$ cat src/rtl/cache_wr_ctl.sv
// Write-port controller for the cache data array: merges buffered byte-enabled
// stores with critical-word-first line reloads and flags reads that may see stale data.
module cache_wr_ctl #(
  parameter int unsigned ADR_W      = 10,
  parameter int unsigned LINE_WORDS = 4,
  parameter int unsigned SQ_DEPTH   = 2
) (
  input  logic             clk,
  input  logic             rst,
  input  logic             st_val,
  output logic             st_rdy,
  input  logic [ADR_W-1:0] st_adr,
  input  logic [3:0]       st_be,
  input  logic [31:0]      st_dat,
  input  logic             rld_start,
  input  logic [ADR_W-1:0] rld_adr,
  output logic             rld_busy,
  output logic             rld_rdy,
  input  logic             rld_val,
  input  logic [31:0]      rld_dat,
  output logic             rld_done,
  output logic             sq_empty,
  input  logic [ADR_W-1:0] rd_adr,
  output logic             rd_hazard,
  output logic [3:0]       wr_en,
  output logic [ADR_W-1:0] wr_adr,
  output logic [31:0]      wr_dat
);

  localparam int unsigned OFF_W = $clog2(LINE_WORDS);
  localparam int unsigned PTR_W = (SQ_DEPTH > 1) ? $clog2(SQ_DEPTH) : 1;
  localparam int unsigned CNT_W = $clog2(SQ_DEPTH + 1);

  localparam logic [PTR_W-1:0] PTR_LAST = PTR_W'(SQ_DEPTH - 1);
  localparam logic [PTR_W-1:0] PTR_ONE  = PTR_W'(1);
  localparam logic [CNT_W-1:0] CNT_FULL = CNT_W'(SQ_DEPTH);
  localparam logic [CNT_W-1:0] CNT_ONE  = CNT_W'(1);
  localparam logic [OFF_W-1:0] OFF_ONE  = OFF_W'(1);
  localparam logic [OFF_W:0]   BEAT_ONE = (OFF_W+1)'(1);
  localparam logic [OFF_W:0]   BEAT_END = (OFF_W+1)'(LINE_WORDS);

  typedef enum logic [1:0] {
    S_IDLE  = 2'd0,
    S_DRAIN = 2'd1,
    S_RLD   = 2'd2
  } state_e;

  state_e state_q, state_d;

  logic [ADR_W-1:0]    sq_adr_q [SQ_DEPTH];
  logic [3:0]          sq_be_q  [SQ_DEPTH];
  logic [31:0]         sq_dat_q [SQ_DEPTH];
  logic [SQ_DEPTH-1:0] sq_vld_q, sq_vld_d;
  logic [PTR_W-1:0]    rd_ptr_q, rd_ptr_d, wr_ptr_q, wr_ptr_d;
  logic [CNT_W-1:0]    cnt_q, cnt_d;

  logic [ADR_W-1:0] base_q, base_d;
  logic [OFF_W-1:0] off_q, off_d;
  logic [OFF_W:0]   beats_q, beats_d;
  logic             done_q, done_d;

  logic [3:0]       wr_en_q, wr_en_d;
  logic [ADR_W-1:0] wr_adr_q, wr_adr_d;
  logic [31:0]      wr_dat_q, wr_dat_d;

  logic enq, deq, beat, hz;

  function automatic logic [PTR_W-1:0] ptr_inc(input logic [PTR_W-1:0] p);
    return (p == PTR_LAST) ? '0 : p + PTR_ONE;
  endfunction

  assign st_rdy   = !rst && (cnt_q < CNT_FULL);
  assign enq      = st_val && st_rdy && (st_be != '0);
  assign beat     = (state_q == S_RLD) && rld_val;
  // Reload beats own the port in RLD; the queue only drains outside it.
  assign deq      = (state_q != S_RLD) && (cnt_q != '0);

  assign sq_empty = (cnt_q == '0);
  assign rld_busy = (state_q != S_IDLE);
  assign rld_rdy  = !rst && (state_q == S_RLD);
  assign rld_done = done_q;
  assign wr_en    = wr_en_q;
  assign wr_adr   = wr_adr_q;
  assign wr_dat   = wr_dat_q;

  always_comb begin
    sq_vld_d = sq_vld_q;
    rd_ptr_d = rd_ptr_q;
    wr_ptr_d = wr_ptr_q;
    cnt_d    = cnt_q;
    if (deq) begin
      sq_vld_d[rd_ptr_q] = 1'b0;
      rd_ptr_d           = ptr_inc(rd_ptr_q);
    end
    if (enq) begin
      sq_vld_d[wr_ptr_q] = 1'b1;
      wr_ptr_d           = ptr_inc(wr_ptr_q);
    end
    if (enq && !deq)      cnt_d = cnt_q + CNT_ONE;
    else if (!enq && deq) cnt_d = cnt_q - CNT_ONE;
  end

  always_comb begin
    state_d = state_q;
    base_d  = base_q;
    off_d   = off_q;
    beats_d = beats_q;
    done_d  = 1'b0;
    unique case (state_q)
      S_IDLE: begin
        if (rld_start) begin
          base_d  = {rld_adr[ADR_W-1:OFF_W], {OFF_W{1'b0}}};
          off_d   = rld_adr[OFF_W-1:0];
          beats_d = '0;
          state_d = (cnt_q == '0) ? S_RLD : S_DRAIN;
        end
      end
      S_DRAIN: begin
        if (cnt_d == '0) state_d = S_RLD;
      end
      S_RLD: begin
        if (rld_val) begin
          off_d   = off_q + OFF_ONE;
          beats_d = beats_q + BEAT_ONE;
          if (beats_d == BEAT_END) begin
            state_d = S_IDLE;
            done_d  = 1'b1;
          end
        end
      end
      default: state_d = S_IDLE;
    endcase
  end

  always_comb begin
    wr_en_d  = '0;
    wr_adr_d = wr_adr_q;
    wr_dat_d = wr_dat_q;
    if (beat) begin
      wr_en_d  = 4'hF;
      wr_adr_d = {base_q[ADR_W-1:OFF_W], off_q};
      wr_dat_d = rld_dat;
    end else if (deq) begin
      wr_en_d  = sq_be_q[rd_ptr_q];
      wr_adr_d = sq_adr_q[rd_ptr_q];
      wr_dat_d = sq_dat_q[rd_ptr_q];
    end
  end

  always_comb begin
    hz = 1'b0;
    for (int unsigned i = 0; i < SQ_DEPTH; i++) begin
      if (sq_vld_q[i] && (sq_adr_q[i] == rd_adr)) hz = 1'b1;
    end
    if ((wr_en_q != '0) && (wr_adr_q == rd_adr)) hz = 1'b1;
    if (rld_busy && (rd_adr[ADR_W-1:OFF_W] == base_q[ADR_W-1:OFF_W])) hz = 1'b1;
    rd_hazard = !rst && hz;
  end

  always_ff @(posedge clk) begin
    if (rst) begin
      state_q  <= S_IDLE;
      sq_vld_q <= '0;
      rd_ptr_q <= '0;
      wr_ptr_q <= '0;
      cnt_q    <= '0;
      base_q   <= '0;
      off_q    <= '0;
      beats_q  <= '0;
      done_q   <= 1'b0;
      wr_en_q  <= '0;
      wr_adr_q <= '0;
      wr_dat_q <= '0;
    end else begin
      state_q  <= state_d;
      sq_vld_q <= sq_vld_d;
      rd_ptr_q <= rd_ptr_d;
      wr_ptr_q <= wr_ptr_d;
      cnt_q    <= cnt_d;
      base_q   <= base_d;
      off_q    <= off_d;
      beats_q  <= beats_d;
      done_q   <= done_d;
      wr_en_q  <= wr_en_d;
      wr_adr_q <= wr_adr_d;
      wr_dat_q <= wr_dat_d;
    end
  end

  always_ff @(posedge clk) begin
    if (enq) begin
      sq_adr_q[wr_ptr_q] <= st_adr;
      sq_be_q[wr_ptr_q]  <= st_be;
      sq_dat_q[wr_ptr_q] <= st_dat;
    end
  end

endmodule

$ cat config.mk
export PLATFORM = sky130hd
export DESIGN_NAME = cache_wr_ctl
export DESIGN_NICKNAME = d
export VERILOG_FILES = /design/src/rtl/cache_wr_ctl.sv
export SDC_FILE = /design/constraint.sdc
export NUM_CORES = 1
export LEC_CHECK = 0
export BUFFER_PORTS_ARGS = -buffer_cell sky130_fd_sc_hd__buf_2
export CORE_MARGIN = 8
export CORE_UTILIZATION = 45
export CTS_BUF_LIST = sky130_fd_sc_hd__clkbuf_16
export DETAILED_ROUTE_END_ITERATION = 10
export GPL_TIMING_DRIVEN = 0
export HOLD_SLACK_MARGIN = 0.15
export PLACE_DENSITY_LB_ADDON = 0.2
export SLEW_MARGIN = 30
export SYNTH_ARGS = -nofsm -noshare
export SYNTH_HDL_FRONTEND = slang
export SYNTH_SLANG_ARGS = --single-unit
$ cat constraint.sdc
create_clock -name clk -period 12.25 [get_ports clk]
set_input_delay 1.8375 -clock clk [delete_from_list [all_inputs] [get_ports clk]]
set_output_delay 1.8375 -clock clk [all_outputs]
set_load 0.03 [all_outputs]
==> summary.txt, run 1 <==
Status -> completed
Synthesis-to-finish area growth -> 24.8%
Post-CTS Setup Bufs -> 0
Commonest non-fill, non-tap cell in the layout -> buf_2
CTS resizes -> 0
Max clock buf depth -> 2
Clock transition at path regs -> 60 ps
Grt ovf -> 0
Leak Pwr -> 3.16 nW
Wirelength per Cell -> 18.1 um
Share of cells above drive strength 1 -> 0.252
Dominant cell type by area after synthesis -> edfxtp_1
Slew HR -> 0.363
Drt pass-1 iters -> 6
First DRT Iteration DRCs -> 288
Worst skew pair latency -> 420 ps
Prevailing post-synth register cell -> edfxtp_1
Share of the synthesized area in the top cell type -> 0.416
Nets -> 851
Required @ worst endpoint -> 10410 ps
Tcrit/Tclk final -> 0.423
Synth warn -> 0
Top Ports -> 155
Unrepaired setup endpoints after global routing -> false
Top layer in use -> met5
FMAX -> 193 MHz
Initial core utilization -> 0.458
Worst Path Max Fanout -> 4
Die height -> 137 um
Final min period -> 5180 ps
Startpoint types -> input port
Sink Count -> 161
Critical path arrival -> 3340 ps
Via Count -> 4964
Fin Clk Skew -> 5.78 ps
Met3 wire len -> 1.28 mm
Number of global-route vias before repair -> 5207
Post-Syn Nets -> 676
Worst Hold Class -> reg2reg
# hold bufs at CTS -> 0
Cell variety after synth -> 39
Switch Pwr -> 782 uW
Synth Area per Inst -> 11.6 um^2
Fin. Hold Viols -> 0
XOR/XNOR Fraction of Synth Area -> 0.0528
Setup TNS -> 0 ps
Die Wd -> 137 um
Max-Cap Viols -> 0
Internal Pwr Total -> 1.29 mW
Post-synthesis sequential area ratio -> 0.625
First-pass GRT wire length -> 26.4 mm
Met1 WL -> 7.64 mm
Total global routing track utilization -> 0.183
Max Slew Vio Count -> 0
Slew @ Worst Pin -> 946 ps
Flop pwr share -> 0.361
H-tree levels -> 4
Final ANT Viol Nets -> 0
Core box area -> 14500 um^2
Synth Area in Adders -> 0.00566
Buffers on Ports -> 149
RePlAce Congestion -> 0.842
Post-synthesis cell count -> 570
Clock share of power -> 0.251
P per Cell Area -> 251 nW/um^2
Synth top area cells -> edfxtp_1, dfxtp_1, mux2i_1
Synth Area in Simple Gates -> 0.0954
Detailed Route WL -> 17.1 mm
DP HPWL -> 12.7 mm
Final setup viols -> 0
Pin count of the biggest net entering global routing -> 42
Final Core Density -> 0.572
Sw frac -> 0.377
CTS Buf Count -> 17
# DRC -> 0
#FFs+latches synth -> 161
Initial antenna violation count -> 2
Post-synthesis mux area share -> 0.0837
Combinational Power Share -> 0.388
Met2 Wirelength -> 7.95 mm
Worst Setup Path Type -> in2out
Synth Area in Compound Gates -> 0.110
Die area -> 18900 um^2
# diodes -> 0
Max VDD drop -> 144 uV
Most frequent cells in the layout -> buf_2, edfxtp_1, nand2_1
# rows -> 44
CTS tree -> yes
FFs w/ async S/R, synth -> 0
CP endpoint kind -> output port
Synthesized area -> 6640 um^2
CTS root buf -> clkbuf_16
Via density -> 5.27
Dominant combinational cell family by area after synthesis -> compound AO/OA/AOI/OAI gates
Post-synth EDFFs -> 92
[critical path, stage by stage]
cell and delay [ps]:
clkbuf_1 250, xnor2_1 170, o41ai_1 140, nor4_1 290, nand4_1 140, a31oi_1 260
buf_2 250
[through the flow]
step	total power, mW	hold WS (ps)	cells	area, um^2	setup slack (ps)
after detailed placement	1.56	474	910	7690	7110
after CTS	2.09	483	942	8280	7050
after floorplan	1.32	446	570	6640	6100
after global placement	1.54	474	903	7610	3940
final	2.07	484	942	8280	7070
after global routing	2.19	509	942	8280	6970
[routing by layer]
layer,GRT usage,vias to the layer above
met5,0,-
met4,0.0591,4
met3,0.0616,21
met2,0.290,155
met1,0.232,2372
li1,-,2412
[synth_stat cells, drive strengths merged, types with 2 or more instances]
cell type / n
xor2: 11
nor3b: 2
xnor2: 29
nor2b: 2
dfxtp: 69
a21oi: 59
nor3: 5
buf: 10
o41ai: 3
a31oi: 2
clkbuf: 30
nor2: 32
nand3: 3
nor4: 5
o21ai: 3
o211ai: 42
edfxtp: 92
nand2: 86
mux2: 4
and2: 2
ha: 3
nand4: 7
inv: 5
mux2i: 51
[power by group through the flow]
stage / sequential, mW / clock, mW / combinational (mW)
after detailed placement: 0.758 / 0 / 0.805
after floorplan: 0.885 / 0 / 0.437
after global placement: 0.757 / 0 / 0.787
final: 0.749 / 0.521 / 0.804
after global routing: 0.761 / 0.552 / 0.879
after CTS: 0.748 / 0.528 / 0.809
[cell families (layout without fill, tap and decap cells)]
logic type / Yosys count / after routing
fa+ha+maj: 3 / 3
compound gates: 117 / 117
xor+xnor: 40 / 40
mux: 55 / 55
buf+inv: 45 / 233
simple gates: 149 / 149
flops: 161 / 161
[path summary, 6_finish.rpt]
check / cells past startpoint / endpoint / slack, ps / start
max reg2reg: 6 / sq_dat_q[0][16] / 9900 / cnt_q[1]
min: 2 / wr_adr[2] / 480 / base_q[2]
max: 7 / rd_hazard / 7070 / rd_adr[2]
min reg2reg: 2 / wr_adr[2] / 480 / base_q[2]
[cell type report]
| type | count | area, um^2 |
|---|---|---|
| fill | 1262 | 6200 |
| sequential | 161 | 4140 |
| multi-input combinational | 364 | 2320 |
| timing repair buffer | 156 | 822 |
| clock buffer | 18 | 450 |
| tap | 184 | 230 |
| buffer | 40 | 164 |
| clock inverter | 14 | 131 |
| inverter | 5 | 18.8 |
[flip-flops by register name (all words and copies together) (netlist names), named ones only]
signal,flops
cnt_q,2
off_q,2
wr_ptr_q,1
beats_q,3
sq_dat_q,64
rld_done,1
sq_be_q,8
sq_vld_q,2
wr_adr,10
wr_en,4
state_q,2
base_q,8
sq_adr_q,20
rd_ptr_q,1
wr_dat,32
(Power assumes the default switching activity.)
==> run 2: changes to the inputs <==
clock period = 5 ns   (was 12.25 ns; I/O delays follow)
==> summary.txt, run 2 (synthesis results as in run 1) <==
Status -> completed
Required @ worst endpoint -> 4250 ps
CP max-delay cell -> nor4_1
CTS tree -> yes
CTS Buf Count -> 17
Synthesis-to-finish area growth -> 24.4%
Slowest stage delay, CP -> 310 ps
Final setup viols -> 0
Startpoint types -> input port
Tcrit/Tclk final -> 0.603
Bufs and invs on worst path -> 2
Sink Count -> 161
Grt ovf -> 0
Via density -> 5.34
Most frequent cells in the layout -> buf_2, edfxtp_1, nand2_1
Commonest non-fill, non-tap cell in the layout -> buf_2
Worst skew pair latency -> 420 ps
# hold bufs at CTS -> 0
Detailed Route WL -> 17.6 mm
Worst Path Max Fanout -> 4
Die height -> 137 um
RePlAce Congestion -> 0.881
Pin count of the biggest net entering global routing -> 27
Post-CTS Setup Bufs -> 0
Max clock buf depth -> 2
Drt pass-1 iters -> 4
Top Ports -> 155
Share of cells above drive strength 1 -> 0.261
Max FFs per register -> 64
Worst Setup Path Type -> in2out
Core box area -> 14500 um^2
Wirelength per Cell -> 18.8 um
# diodes -> 0
CTS root buf -> clkbuf_16
Max-Cap Viols -> 0
DP HPWL -> 13.1 mm
FMAX -> 332 MHz
Critical path arrival -> 2270 ps
Buffers on Ports -> 149
Nets -> 849
Initial antenna violation count -> 1
Number of global-route vias before repair -> 5387
Max VDD drop -> 306 uV
Setup TNS -> 0 ps
Fillcell total -> 1283
Delay-heaviest family, CP -> buffers and inverters
Fin. Hold Viols -> 0
Fin Clk Skew -> 6.87 ps
Die Wd -> 137 um
Slew @ Worst Pin -> 895 ps
Leak Pwr -> 3.11 nW
First DRT Iteration DRCs -> 353
CP endpoint kind -> output port
Largest Register -> sq_dat_q
Unrepaired setup endpoints after global routing -> false
Clock transition at path regs -> 60 ps
Final ANT Viol Nets -> 0
Max Slew Vio Count -> 0
Design area -> 8260 um^2
Via Count -> 5022
CTS resizes -> 0
DP Area -> 7710 um^2
H-tree levels -> 4
P per Cell Area -> 609 nW/um^2
First-pass GRT wire length -> 27.8 mm
Pwr Total -> 5.03 mW
# rows -> 44
Worst Hold Class -> reg2reg
Slew HR -> 0.401
Critical-path cell list -> clkbuf_1 > xnor2_1 > o41ai_1 > nor4_1 > nand4_1 > a31oi_1 > buf_2
Final min period -> 3020 ps
Die area -> 18900 um^2
Initial core utilization -> 0.458
Total global routing track utilization -> 0.191
Hold Slack -> 489 ps
# DRC -> 0
[run 2: cell type report]
type | instances | area [um^2] | area share
sequential | 161 | 4140 | 0.502
timing repair buffer | 154 | 822 | 0.0996
inverter | 5 | 18.8 | 0.00227
clock inverter | 15 | 124 | 0.0150
multi-input combinational | 364 | 2330 | 0.282
tap | 184 | 230 | 0.0279
clock buffer | 17 | 425 | 0.0515
buffer | 40 | 164 | 0.0199
[run 2: routing by layer]
metal	track usage	part of all wire
met3	0.0598	0.075
met5	0	0.00068
met2	0.307	0.47
met1	0.239	0.43
met4	0.0670	0.019
[run 2: path summary, 6_finish.rpt]
kind                   from   endpoint  slack, ps  cells past startpoint
setup reg to reg   cnt_q[1]  wr_dat[0]       2410                      7
hold reg to reg   base_q[7]  wr_adr[7]        490                      2
setup / recovery  rd_adr[2]  rd_hazard       1980                      7
hold / removal    base_q[7]  wr_adr[7]        490                      2
[run 2: power by group]
part	internal, mW	switching [mW]
registers	1.67	0.165
clock network	0.678	0.525
logic	0.701	1.29
[run 2: through the flow]
step | cells | utilization | setup slack [ps]
global placement | 903 | 0.526 | 93.4
floorplan | 570 | - | 1380
detailed placement | 908 | 0.532 | 1990
CTS | 940 | 0.570 | 1980
finish | 940 | 0.570 | 1980
global route | 940 | 0.570 | 1920
[run 2: worst reg2reg max path, delay by kind of cell, from the launching register on]
kind | cells | cell delay (ps)
and+or+nand+nor | 2 | 930
buffers and inverters | 2 | 610
DFF | 1 | 410
adders and majority gates | 1 | 290
AOI/OAI and AO/OA | 2 | 230
